--- src/rtl/serial_adder_if.sv ---
// Handshake and operand bus for the bit-serial adder.
// The controller (master) drives start/a/b; the adder (slave) returns
// busy/done and the registered sum with its carry out.
interface serial_adder_if #(
    parameter int WIDTH = 8
);
    logic             start;
    logic [WIDTH-1:0] a;
    logic [WIDTH-1:0] b;
    logic             busy;
    logic             done;
    logic [WIDTH-1:0] s;
    logic             cout;

    modport master (
        output start,
        output a,
        output b,
        input  busy,
        input  done,
        input  s,
        input  cout
    );

    modport slave (
        input  start,
        input  a,
        input  b,
        output busy,
        output done,
        output s,
        output cout
    );
endinterface

--- src/rtl/serial_adder.sv ---
// Bit-serial unsigned adder, one bit per clock, LSB first, single carry
// flip-flop. Used by the recursive Fibonacci datapath to add fib(n-1) and
// fib(n-2) on the way back up the recursion.
//
// Sequencing: IDLE -> ADD (WIDTH cycles) -> DONE (one cycle) -> IDLE, with a
// start seen in DONE accepted immediately so additions can run back to back
// at one result every WIDTH+1 cycles. The sum is shifted in at the MSB so it
// is aligned after the last bit without any final reordering.
module serial_adder #(
    parameter int WIDTH = 8,
    parameter int CNT_W = 4
) (
    input  logic           clk,
    input  logic           rst,
    serial_adder_if.slave  bus
);

    typedef enum logic [1:0] {
        S_IDLE = 2'd0,
        S_ADD  = 2'd1,
        S_DONE = 2'd2
    } state_t;

    // Index of the final bit; the counter never advances past this value.
    localparam logic [CNT_W-1:0] LAST_CNT = CNT_W'(WIDTH - 1);

    // Full-adder carry for one bit position.
    function automatic logic maj3(input logic x, input logic y, input logic z);
        return (x & y) | (x & z) | (y & z);
    endfunction

    state_t           r_state;
    logic [WIDTH-1:0] r_ra;
    logic [WIDTH-1:0] r_rb;
    logic [WIDTH-1:0] r_s;
    logic             r_carry;
    logic             r_cout;
    logic             r_busy;
    logic             r_done;
    logic [CNT_W-1:0] r_cnt;

    wire w_bit;
    wire w_carry_nxt;
    wire w_last;
    wire w_accept;

    // Current bit of the sum and the carry it produces.
    assign w_bit       = r_ra[0] ^ r_rb[0] ^ r_carry;
    assign w_carry_nxt = maj3(r_ra[0], r_rb[0], r_carry);
    assign w_last      = (r_cnt == LAST_CNT);

    // A start is honoured in every state except ADD; DONE accepts it for
    // back-to-back operation and any stray encoding behaves like IDLE.
    assign w_accept    = bus.start && (r_state != S_ADD);

    assign bus.busy = r_busy;
    assign bus.done = r_done;
    assign bus.s    = r_s;
    assign bus.cout = r_cout;

    // Controller FSM and serial datapath with registered handshake outputs.
    always_ff @(posedge clk) begin
        if (rst) begin
            r_state <= S_IDLE;
            r_ra    <= '0;
            r_rb    <= '0;
            r_s     <= '0;
            r_carry <= 1'b0;
            r_cout  <= 1'b0;
            r_busy  <= 1'b0;
            r_done  <= 1'b0;
            r_cnt   <= '0;
        end else if (w_accept) begin
            // Capture operands; the previous result is dropped here.
            r_state <= S_ADD;
            r_ra    <= bus.a;
            r_rb    <= bus.b;
            r_s     <= '0;
            r_carry <= 1'b0;
            r_cnt   <= '0;
            r_busy  <= 1'b1;
            r_done  <= 1'b0;
        end else begin
            case (r_state)
                S_ADD: begin
                    r_s     <= {w_bit, r_s[WIDTH-1:1]};
                    r_ra    <= {1'b0, r_ra[WIDTH-1:1]};
                    r_rb    <= {1'b0, r_rb[WIDTH-1:1]};
                    r_carry <= w_carry_nxt;
                    if (w_last) begin
                        r_cout  <= w_carry_nxt;
                        r_cnt   <= '0;
                        r_state <= S_DONE;
                        r_busy  <= 1'b0;
                        r_done  <= 1'b1;
                    end else begin
                        r_cnt <= r_cnt + CNT_W'(1);
                    end
                end
                S_DONE: begin
                    // Result stays on s/cout; done is a single-cycle pulse.
                    r_state <= S_IDLE;
                    r_busy  <= 1'b0;
                    r_done  <= 1'b0;
                end
                default: begin
                    r_state <= S_IDLE;
                    r_busy  <= 1'b0;
                    r_done  <= 1'b0;
                end
            endcase
        end
    end

endmodule

--- src/flat_wrapper.sv ---
// flat-port wrapper written by rule: the top's interface ports become plain ports
module serial_adder_flat 
#(
    parameter int WIDTH = 8,
    parameter int CNT_W = 4
)
  (clk, rst, bus_start, bus_a, bus_b, bus_busy, bus_done, bus_s, bus_cout);
  serial_adder_if #(.WIDTH(WIDTH)) bus_i ();
  input  logic clk;
  input  logic rst;
  input wire logic [$bits(bus_i.start)-1:0] bus_start;
  input wire logic [$bits(bus_i.a)-1:0] bus_a;
  input wire logic [$bits(bus_i.b)-1:0] bus_b;
  output wire logic [$bits(bus_i.busy)-1:0] bus_busy;
  output wire logic [$bits(bus_i.done)-1:0] bus_done;
  output wire logic [$bits(bus_i.s)-1:0] bus_s;
  output wire logic [$bits(bus_i.cout)-1:0] bus_cout;
  assign bus_i.start = bus_start;
  assign bus_i.a = bus_a;
  assign bus_i.b = bus_b;
  assign bus_busy = bus_i.busy;
  assign bus_done = bus_i.done;
  assign bus_s = bus_i.s;
  assign bus_cout = bus_i.cout;
  serial_adder #(.WIDTH(WIDTH), .CNT_W(CNT_W)) u_core (.clk(clk), .rst(rst), .bus(bus_i));
endmodule
--- config.mk ---
export PLATFORM = sky130hd
export DESIGN_NAME = serial_adder_flat
export DESIGN_NICKNAME = d
export VERILOG_FILES = /design/src/rtl/serial_adder_if.sv /design/src/rtl/serial_adder.sv /design/src/flat_wrapper.sv
export SDC_FILE = /design/constraint.sdc
export NUM_CORES = 1
export LEC_CHECK = 0
export BUFFER_PORTS_ARGS = -buffer_cell sky130_fd_sc_hd__buf_2
export CORE_MARGIN = 1
export CORE_UTILIZATION = 47
export DETAILED_ROUTE_END_ITERATION = 12
export GPL_ROUTABILITY_DRIVEN = 0
export HOLD_SLACK_MARGIN = 0.1
export PLACE_DENSITY_LB_ADDON = 0.25
export SYNTH_ARGS = -nofsm -noshare
export SYNTH_HDL_FRONTEND = slang
export SYNTH_SLANG_ARGS = --single-unit
--- constraint.sdc ---
create_clock -name clk -period 1.4 [get_ports clk]
set_clock_uncertainty 0.2 [all_clocks]
set_input_delay 0.14 -clock clk [delete_from_list [all_inputs] [get_ports clk]]
set_output_delay 0.14 -clock clk [all_outputs]
set_load 0.01 [all_outputs]
==> metrics.txt <==
Yosys reg bits=32; Die H=~55 um; Post-synth EDFFs=0; synthesized instance count=approximately 140; worst path cell trace=ha_4, and3b_2, or3_1, a21oi_1; critical path class=reg2reg; Iter 0 DRT Violations=14; Cell Area, Synth=1330 um^2; # diodes=0; Placed Cells=slightly below 200; Rows=18; slew margin rel.=0.798; max frequency=about 700 MHz; Switch Pwr=0.443 mW; die area=approximately 3000 um^2; Leak=~0.8 nW; TritonCTS buffer count=5; # fillers=just under 200; Area Growth Syn to Fin=38.8%; Syn Area/Cell=9.28 um^2; Req. time, crit path=1470 ps; HPWL after DPL=between 1.5 and 2 mm; Worst Reg-to-Reg Cells=4; pwr dens=~940 nW/um^2; YS warnings=0; CORE AREA=between 2000 and 3000 um^2; clock buffer depth=2; Clock Sinks=32; Hold Path Depth=2; Post-DRT Antenna Nets=0; endpoint kind of the worst setup timing path=register; share of cells above drive strength 1=0.299; CTS tree=built; Worst Hold Path EP=u_core.bus.s[3]$_SDFFE_PP0N_; Synth Flop Type=dfxtp_1; NumNets Final=218; Int Power=1.28 mW; syn_nets=~160; Max Slew Vio Count=0; # DRC=0; pin count of the biggest net entering global routing=17; per-cell routed wire length=12.6 um; Critical Path Max Stage Delay=~370 ps; critical path fanouts, max=4; Reg area=roughly 650 um^2; total track usage=0.223; Peak VDD IR=between 0.8 and 0.9 mV; Clock Root Buffer=clkbuf_4; vias in the first global route=roughly 1100; Yosys cell types=26; GRT overflow=0; MaxCap Viol Count=0; worst setup margin=-22.4 ps; first-pass GRT wire length=roughly 4.6 mm; initial antenna violation count=0; DR vias=approximately 1200; CP startpoint kind=register; Vias per Instance=about 5.1; IO buf count=29; RR Endpoint=u_core.r_cnt[0]$_SDFFE_PP0N_; Net Sw Frac=0.256; Slew @ Worst Pin=302 ps; Hold Startpoint=u_core.bus.s[4]$_SDFFE_PP0N_; Finished Layout Cells=~230; Ports=30; area of the multi-input gates=between 600 and 700 um^2; Skew-Pair Late Insertion Delay=340 ps; reg2reg setup slack=-20 ps; final hold violation count=0; H-tree levels=2; Die Wd=approximately 55 um; Reg power frac=0.569; clock group share of total power=0.277; crit path time final=1420 ps; worst slack, placed=-49.6 ps; period utilization=1.02; failing checks=setup timing; Worst-path clk slew=roughly 100 ps; endpoints failing setup=2; Seq/Total Area, Yosys=0.483; R2R Path Start=u_core.r_cnt[1]$_SDFFE_PP0N_; Initial Util=0.517; worst hold path type=reg2reg; total wire length=roughly 2.9 mm; slowest stage cell, crit path=dfxtp_4; Async S/R FF share, synth=0; setup TNS=-32.1 ps; Worst EP arrival=about 1500 ps; status=finished, violations left; TritonRoute pass-1 iters=4; crit path from=u_core.r_cnt[1]$_SDFFE_PP0N_; RSZ-0062 raised after global routing=yes; combinational share of power=0.154
flip-flops by register name (all words and copies together) (netlist names):
register and flops:
u_core.bus.busy 1, u_core.bus.cout 1, u_core.bus.s 8, u_core.r_carry 1
u_core.r_cnt 4, u_core.r_ra 8, u_core.r_rb 8, u_core.r_state 1
worst max path at each step:
stage,to
after floorplan,u_core.r_cnt[3]$_SDFFE_PP0N_
after global placement,u_core.r_cnt[3]$_SDFFE_PP0N_
after detailed placement,u_core.r_cnt[3]$_SDFFE_PP0N_
after CTS,u_core.r_cnt[0]$_SDFFE_PP0N_
after global routing,u_core.r_cnt[0]$_SDFFE_PP0N_
final,u_core.r_cnt[0]$_SDFFE_PP0N_
cells by family after synthesis:
logic type                 share of synthesized area
and+or+nand+nor                                0.171
DFF                                            0.483
AOI/OAI and AO/OA                              0.145
muxes                                          0.121
buffers and inverters                         0.0499
adders and majority gates                     0.0245
xor gates and xnor gates                     0.00660
power by group through the flow:
stage          Combinational [mW]  Sequential [mW]  Clock, mW
5_1_grt                     0.292            0.988      0.533
4_1_cts                     0.258            0.984      0.489
3_5_place_dp                0.212             1.00          0
3_3_place_gp                0.202             1.00          0
6_report                    0.266            0.983      0.477
2_1_floorplan               0.143            0.998          0
placed cells by master, fill, tap and decap left out, types with 2 or more instances in the layout:
| cell | synthesis | layout |
|---|---|---|
| a211oi_1 | 14 | 14 |
| dlygate4sd3_1 | 0 | 21 |
| buf_4 | 2 | 6 |
| buf_12 | 0 | 2 |
| buf_2 | 5 | 29 |
| nor3_1 | 3 | 2 |
| dfxtp_2 | 0 | 3 |
| a21oi_1 | 13 | 11 |
| clkbuf_4 | 0 | 5 |
| dfxtp_1 | 32 | 28 |
| nand2_1 | 21 | 21 |
| nor2_1 | 16 | 16 |
| a21oi_2 | 0 | 2 |
| mux2i_1 | 16 | 16 |
synthesized netlist by cell type, types with 2 or more instances:
cell type	instances	area share
a211oi_1	14	0.079
a21oi_1	13	0.049
buf_2	5	0.019
buf_4	2	0.011
clkbuf_1	3	0.0085
dfxtp_1	32	0.48
mux2i_1	16	0.12
nand2_1	21	0.059
nand3_1	2	0.0075
nor2_1	16	0.045
nor2b_1	2	0.0094
nor3_1	3	0.011
layer usage:
| metal | wire length, um | global-route usage |
|---|---|---|
| met1 | 1310 | 0.259 |
| met3 | 103 | 0.0902 |
| met2 | 1420 | 0.363 |
| met5 | 0 | 0 |
| met4 | 29 | 0.0875 |
cell type report:
class                   instances  area share
well taps                      30      0.0204
flip-flops and latches         32       0.352
repair buffers                 59       0.245
clock buffers                   6      0.0224
clock inverters                 1     0.00272
multi-input cells              99       0.358
critical path, delay by kind of cell, from the launching register on:
kind / cells / cell delay, ps
compound gates: 1 / 120
fa+ha+maj: 1 / 160
flops: 1 / 370
simple gates: 2 / 510
repair_timing:
action / CTS / global route
hold buffers: 20 / 1
endpoints found under the setup margin: 2 / 8
setup buffers: 2 / 0
pin swaps: 1 / 0
resized for setup: 5 / 9
endpoints found under the hold margin: 16 / 1
stage by stage:
stage / utilization / power, mW / hold slack, ps / cell area (um^2)
6_report: 0.718 / 1.73 / 268 / 1840
5_1_grt: 0.718 / 1.81 / 298 / 1840
4_1_cts: 0.702 / 1.73 / 175 / 1800
3_5_place_dp: 0.594 / 1.22 / 254 / 1520
3_3_place_gp: 0.594 / 1.20 / 236 / 1520
2_1_floorplan: - / 1.14 / 135 / 1330
No activity file was read; power rests on OpenSTA's default activity.
